==> src/rtl/ram_arbiter.sv <==
// ram_arbiter
// Round-robin arbiter and sequencer that shares the single port of the
// 256x8 program/data RAM between two requesters. Port 0 is instruction fetch.
// Port 1 is load/store or the loader. Each accepted request becomes one
// registered RAM strobe. A read also returns a one-cycle valid pulse to the
// requesting port.
//
// Ports
//   clk                  system clock, rising edge
//   rst                  synchronous active-high reset
//   req0/req1            access request, held with its operands until gnt
//   we0/we1              1 = write, 0 = read
//   addr0/addr1          access address
//   wdata0/wdata1        write data (ignored for reads)
//   gnt0/gnt1            one-cycle pulse: request accepted
//   rvalid0/rvalid1      one-cycle pulse: rdata holds this port's read result
//   rdata                shared read data, wired straight from ram_out
//   busy                 high whenever the sequencer is not idle
//   ram_read/ram_write   registered RAM strobes
//   ram_addr/ram_data    registered RAM address / write data
//   ram_out              registered RAM output
module ram_arbiter #(
  parameter int ADDR_W = 8,
  parameter int DATA_W = 8
) (
  input  logic              clk,
  input  logic              rst,
  input  logic              req0,
  input  logic              req1,
  input  logic              we0,
  input  logic              we1,
  input  logic [ADDR_W-1:0] addr0,
  input  logic [ADDR_W-1:0] addr1,
  input  logic [DATA_W-1:0] wdata0,
  input  logic [DATA_W-1:0] wdata1,
  output logic              gnt0,
  output logic              gnt1,
  output logic              rvalid0,
  output logic              rvalid1,
  output logic [DATA_W-1:0] rdata,
  output logic              busy,
  output logic              ram_read,
  output logic              ram_write,
  output logic [ADDR_W-1:0] ram_addr,
  output logic [DATA_W-1:0] ram_data,
  input  logic [DATA_W-1:0] ram_out
);

  typedef enum logic [1:0] {
    IDLE   = 2'd0,
    ACCESS = 2'd1,
    RESP   = 2'd2
  } state_t;

  state_t state, state_nxt;

  logic              last, last_nxt;  // port granted most recently
  logic              win, win_nxt;    // port currently being served
  logic              pick;            // arbitration result in IDLE
  logic              gnt0_nxt, gnt1_nxt;
  logic              rvalid0_nxt, rvalid1_nxt;
  logic              read_nxt, write_nxt;
  logic [ADDR_W-1:0] addr_nxt;
  logic [DATA_W-1:0] data_nxt;

  // A lone requester wins. On a tie, the port that was not granted last wins.
  assign pick  = (req0 & req1) ? ~last : req1;

  assign busy  = (state != IDLE);
  assign rdata = ram_out;

  // NOTE: every output of this block gets a default first. Then no path
  // leaves a signal unassigned, and no latch is inferred.
  always_comb begin
    state_nxt   = state;
    last_nxt    = last;
    win_nxt     = win;
    gnt0_nxt    = 1'b0;
    gnt1_nxt    = 1'b0;
    rvalid0_nxt = 1'b0;
    rvalid1_nxt = 1'b0;
    read_nxt    = 1'b0;
    write_nxt   = 1'b0;
    addr_nxt    = ram_addr;
    data_nxt    = ram_data;

    unique case (state)
      IDLE: begin
        if (req0 | req1) begin
          state_nxt = ACCESS;
          win_nxt   = pick;
          last_nxt  = pick;
          if (pick) begin
            gnt1_nxt  = 1'b1;
            write_nxt = we1;
            read_nxt  = ~we1;
            addr_nxt  = addr1;
            data_nxt  = wdata1;
          end else begin
            gnt0_nxt  = 1'b1;
            write_nxt = we0;
            read_nxt  = ~we0;
            addr_nxt  = addr0;
            data_nxt  = wdata0;
          end
        end
      end

      ACCESS: begin
        // Exactly one strobe is high here. A read waits one more cycle, because
        // the RAM captures its output on the edge that leaves ACCESS.
        if (ram_write) begin
          state_nxt = IDLE;
        end else begin
          state_nxt   = RESP;
          rvalid0_nxt = ~win;
          rvalid1_nxt = win;
        end
      end

      RESP: state_nxt = IDLE;

      default: state_nxt = IDLE;
    endcase
  end

  // NOTE: sequential state uses non-blocking assignments only, so every
  // register samples the pre-edge values of the others.
  always_ff @(posedge clk) begin
    if (rst) begin
      state     <= IDLE;
      last      <= 1'b1;
      win       <= 1'b0;
      gnt0      <= 1'b0;
      gnt1      <= 1'b0;
      rvalid0   <= 1'b0;
      rvalid1   <= 1'b0;
      ram_read  <= 1'b0;
      ram_write <= 1'b0;
      ram_addr  <= '0;
      ram_data  <= '0;
    end else begin
      state     <= state_nxt;
      last      <= last_nxt;
      win       <= win_nxt;
      gnt0      <= gnt0_nxt;
      gnt1      <= gnt1_nxt;
      rvalid0   <= rvalid0_nxt;
      rvalid1   <= rvalid1_nxt;
      ram_read  <= read_nxt;
      ram_write <= write_nxt;
      ram_addr  <= addr_nxt;
      ram_data  <= data_nxt;
    end
  end

endmodule

==> config.mk <==
export PLATFORM = sky130hd
export DESIGN_NAME = ram_arbiter
export DESIGN_NICKNAME = d
export VERILOG_FILES = /design/src/rtl/ram_arbiter.sv
export SDC_FILE = /design/constraint.sdc
export NUM_CORES = 1
export LEC_CHECK = 0
export ABC_AREA = 1
export BUFFER_PORTS_ARGS = -buffer_cell sky130_fd_sc_hd__clkbuf_2
export CAP_MARGIN = 10
export CORE_MARGIN = 2
export CORE_UTILIZATION = 39
export DETAILED_ROUTE_END_ITERATION = 12
export PLACE_DENSITY = 0.75
export REMOVE_ABC_BUFFERS = 1
export SKIP_CTS_REPAIR_TIMING = 1
export SYNTH_ARGS = -nofsm -noshare
export SYNTH_HDL_FRONTEND = slang
export SYNTH_SLANG_ARGS = --single-unit
==> constraint.sdc <==
create_clock -name clk -period 1.05 [get_ports clk]
set_input_delay 0.0525 -clock clk [delete_from_list [all_inputs] [get_ports clk]]
set_output_delay 0.0525 -clock clk [all_outputs]
set_load 0.05 [all_outputs]
==> run_results.csv <==
group,metric,value,unit
outcome,outcome,"finished, violations left",
outcome,violations,"negative setup slack",
sta,skew,0.735,ps
logic_synthesis,syn_area,0.00136,mm2
logic_synthesis,synth_flop_cell,"dfxtp_1",
floorplan,start_util,0.408,
power,leakage,0.975,nW
sta,finalSetupTns,-292,ps
logic_synthesis,yosys.cell_types.count,18,
worst_hold_path,holdCritPathClass,"input pin to register",
clock_tree,cts-buffers-inserted,3,
logic_synthesis,syn_avg_cell_area,6.63,um2
global_routing,antenna_found_initial,0,
floorplan,die-area,0.00398,mm2
worst_hold_path,min_from,"we1",
sta,hold_violations,0,
clock_tree,root_buffer,"clkbuf_4",
floorplan,die_w,63.1,um
sta,min_period_over_period,1.03,
clock_tree,cts_tree,"done",
place,place_ws,-23.3,ps
global_routing,use_met3,0.0411,
worst_setup_path,path_cells,"inv_2 > nand2_4 > nor2_4 > buf_2 > nand2_1 > nor2_1 > nor2_1",
worst_setup_path,crit_top_cell,"nor2_1",
cells_and_area,instances_no_fill,307,
sta,slew_viol_final,0,
place,portBuffers,60,
global_routing,grt_util_all_layers,0.153,
logic_synthesis,yosysTopAreaCell,"dfxtp_1",
cells_and_area,final_common_cell,"nand2_1",
cells_and_area,nNetsFinal,308,
logic_synthesis,netlist_instances,205,
power,sw_frac_of_total,0.385,
logic_synthesis,yosys-top-cells-area,"dfxtp_1, nand2_1, nor2_1, a21boi_1, nand3_1",
power,power_frac_comb,0.381,
cells_and_area,n_fill_cell,370,
logic_synthesis,ys_ff_latch,26,
power,p_switching,1.02,mW
cells_and_area,synthToLayoutAreaGrowth,31.0,%
power,power.share.sequential,0.429,
place,gp_congestion,0.814,
worst_setup_path,worst-path-max-fanout,4,
cells_and_area,final_cell_mix,"nand2_1, clkbuf_2, nor2_1, dfxtp_1, inv_1",
global_routing,grt-ovfl-total,0,
floorplan,ios,77,
worst_setup_path,cpPeakStageDelay,360,ps
logic_synthesis,postSynth.asyncResetShare,0,
drt,first_iter_violations,57,
worst_setup_path,cp.arrival,1310,ps
cells_and_area,drive_gt1_frac,0.356,
job,maxCapViolations,0,
cells_and_area,n_antenna_cell,0,
floorplan,coreArea,0.00334,mm2
global_routing,grt_max_degree,29,
clock_tree,cts_buffer_depth,2,
sta,setup_viol,14,
worst_hold_path,hold_end,"ram_read",
worst_setup_path,worstReg2RegStart,"state[1]",
drt,avgRoutedWirePerCell,10.0,um
sta,relSlewSlack,0.681,
power,cellInternalPower,1.63,mW
global_routing,grt.busiest_layer,"met2",
worst_hold_path,whs_path_depth,4,
worst_setup_path,slowest_stage,"dfxtp_2",
drt,first_pass_iters,4,
worst_setup_path,r2r_end,"ram_addr[1]",
drt,drt_wl_total,3080,um
logic_synthesis,synth_edf_count,0,
clock_tree,htree_num_levels,1,
sta,fmax,927,MHz
sta,min_period,1080,ps
worst_setup_path,start_kind,"register",
clock_tree,clkSinkCount,26,
drt,drcViolationCount,0,
worst_setup_path,r2r_slack,-30,ps
sta,holdWs,14.7,ps
sta,rsz0062_at_grt,"yes",
cells_and_area,multi_input_area,659,um2
clock_tree,clk_latency,320,ps
cells_and_area,regArea,523,um2
place,hpwl,2250,um
global_routing,first_global_vias,1127,
drt,via_per_inst,4.27,
global_routing,grt_util_met1,0.198,
clock_tree,cts.clk_slew.worst_paths,140,ps
worst_setup_path,critical_path_class,"register to register",
sta,setup_slack,-29.0,ps
worst_setup_path,required,1290,ps
global_routing,grt_first_pass_wirelength,4930,um
sta,tightest_slew,477,ps
logic_synthesis,yosys.area.top_type_share,0.383,
drt,num_vias,1311,
worst_setup_path,crit_path_end_kind,"register",
power,peakVddDrop,501,uV
floorplan,rows,21,
logic_synthesis,ys_warn_count,0,
drt,drt.antenna.violating_nets,0,
power,power_density,1490,mW/mm2
floorplan,die_h,63.1,um
power,p_clk_frac,0.190,
worst_setup_path,ff2ff_path_depth,7,
place,placedCellCount,300,
logic_synthesis,ys_seq_area_frac,0.383,
global_routing,grtUsageMet2,0.239,
-- worst max-delay path: cells and delay by family, from the launching register on --
| family | cells | cell delay [ps] |
|---|---|---|
| flip-flops | 1 | 360 |
| buffers and inverters | 2 | 250 |
| AND/OR/NAND/NOR | 5 | 390 |
-- layer usage --
metal | share of wire | vias to the layer above
met2 | 0.46 | 53
met1 | 0.45 | 531
met5 | 0 | -
li1 | - | 723
met4 | 0.018 | 0
met3 | 0.074 | 4
-- layout make-up --
cell class              count  area share
clock buffers               4      0.0204
inverters                  25      0.0527
multi-input cells         136       0.370
flip-flops and latches     26       0.294
well taps                  46      0.0323
repair buffers             70       0.231
-- worst max path at each step --
stage / start / endpoint / slack (ps)
3_5_place_dp: state[1] / ram_addr[3] / -20
5_1_grt: last / ram_data[0] / -100
3_3_place_gp: state[1] / ram_addr[3] / 20
6_report: state[1] / ram_addr[1] / -30
4_1_cts: state[0] / busy / -220
2_1_floorplan: state[1] / ram_read / -350
-- state kept, by name (all words and copies together), names as in the netlist --
name	flops
last	1
rvalid0	1
ram_read	1
ram_data	8
ram_write	1
rvalid1	1
gnt0	1
state	2
ram_addr	8
gnt1	1
win	1
-- stage by stage --
step                power (mW)  cell area (um2)  utilization
floorplan                 1.81             1240            -
global placement          2.09             1660        0.498
detailed placement        2.10             1660        0.498
CTS                       2.61             1700        0.508
global route              2.83             1780        0.534
finish                    2.66             1780        0.534
-- synthesized netlist by cell type (2+ instances only) --
cell type	n
nand2_1	57
nor2_1	38
dfxtp_1	26
inv_1	24
nand3_1	18
a21boi_1	14
buf_4	9
buf_2	5
a21boi_0	2
a21oi_1	2
buf_6	2
nor2_2	2
-- cell families after synthesis --
family | share of synthesized area
DFF | 0.383
and+or+nand+nor | 0.351
buffers and inverters | 0.159
AOI/OAI and AO/OA | 0.108
-- power by group through the flow --
stage          combinational [mW]  clock [mW]  sequential (mW)
2_1_floorplan               0.353           0             1.46
3_3_place_gp                0.935           0             1.16
3_5_place_dp                0.944           0             1.16
4_1_cts                     0.946       0.525             1.14
5_1_grt                      1.10       0.577             1.15
6_report                     1.01       0.505             1.14
(Power assumes the default switching activity.)
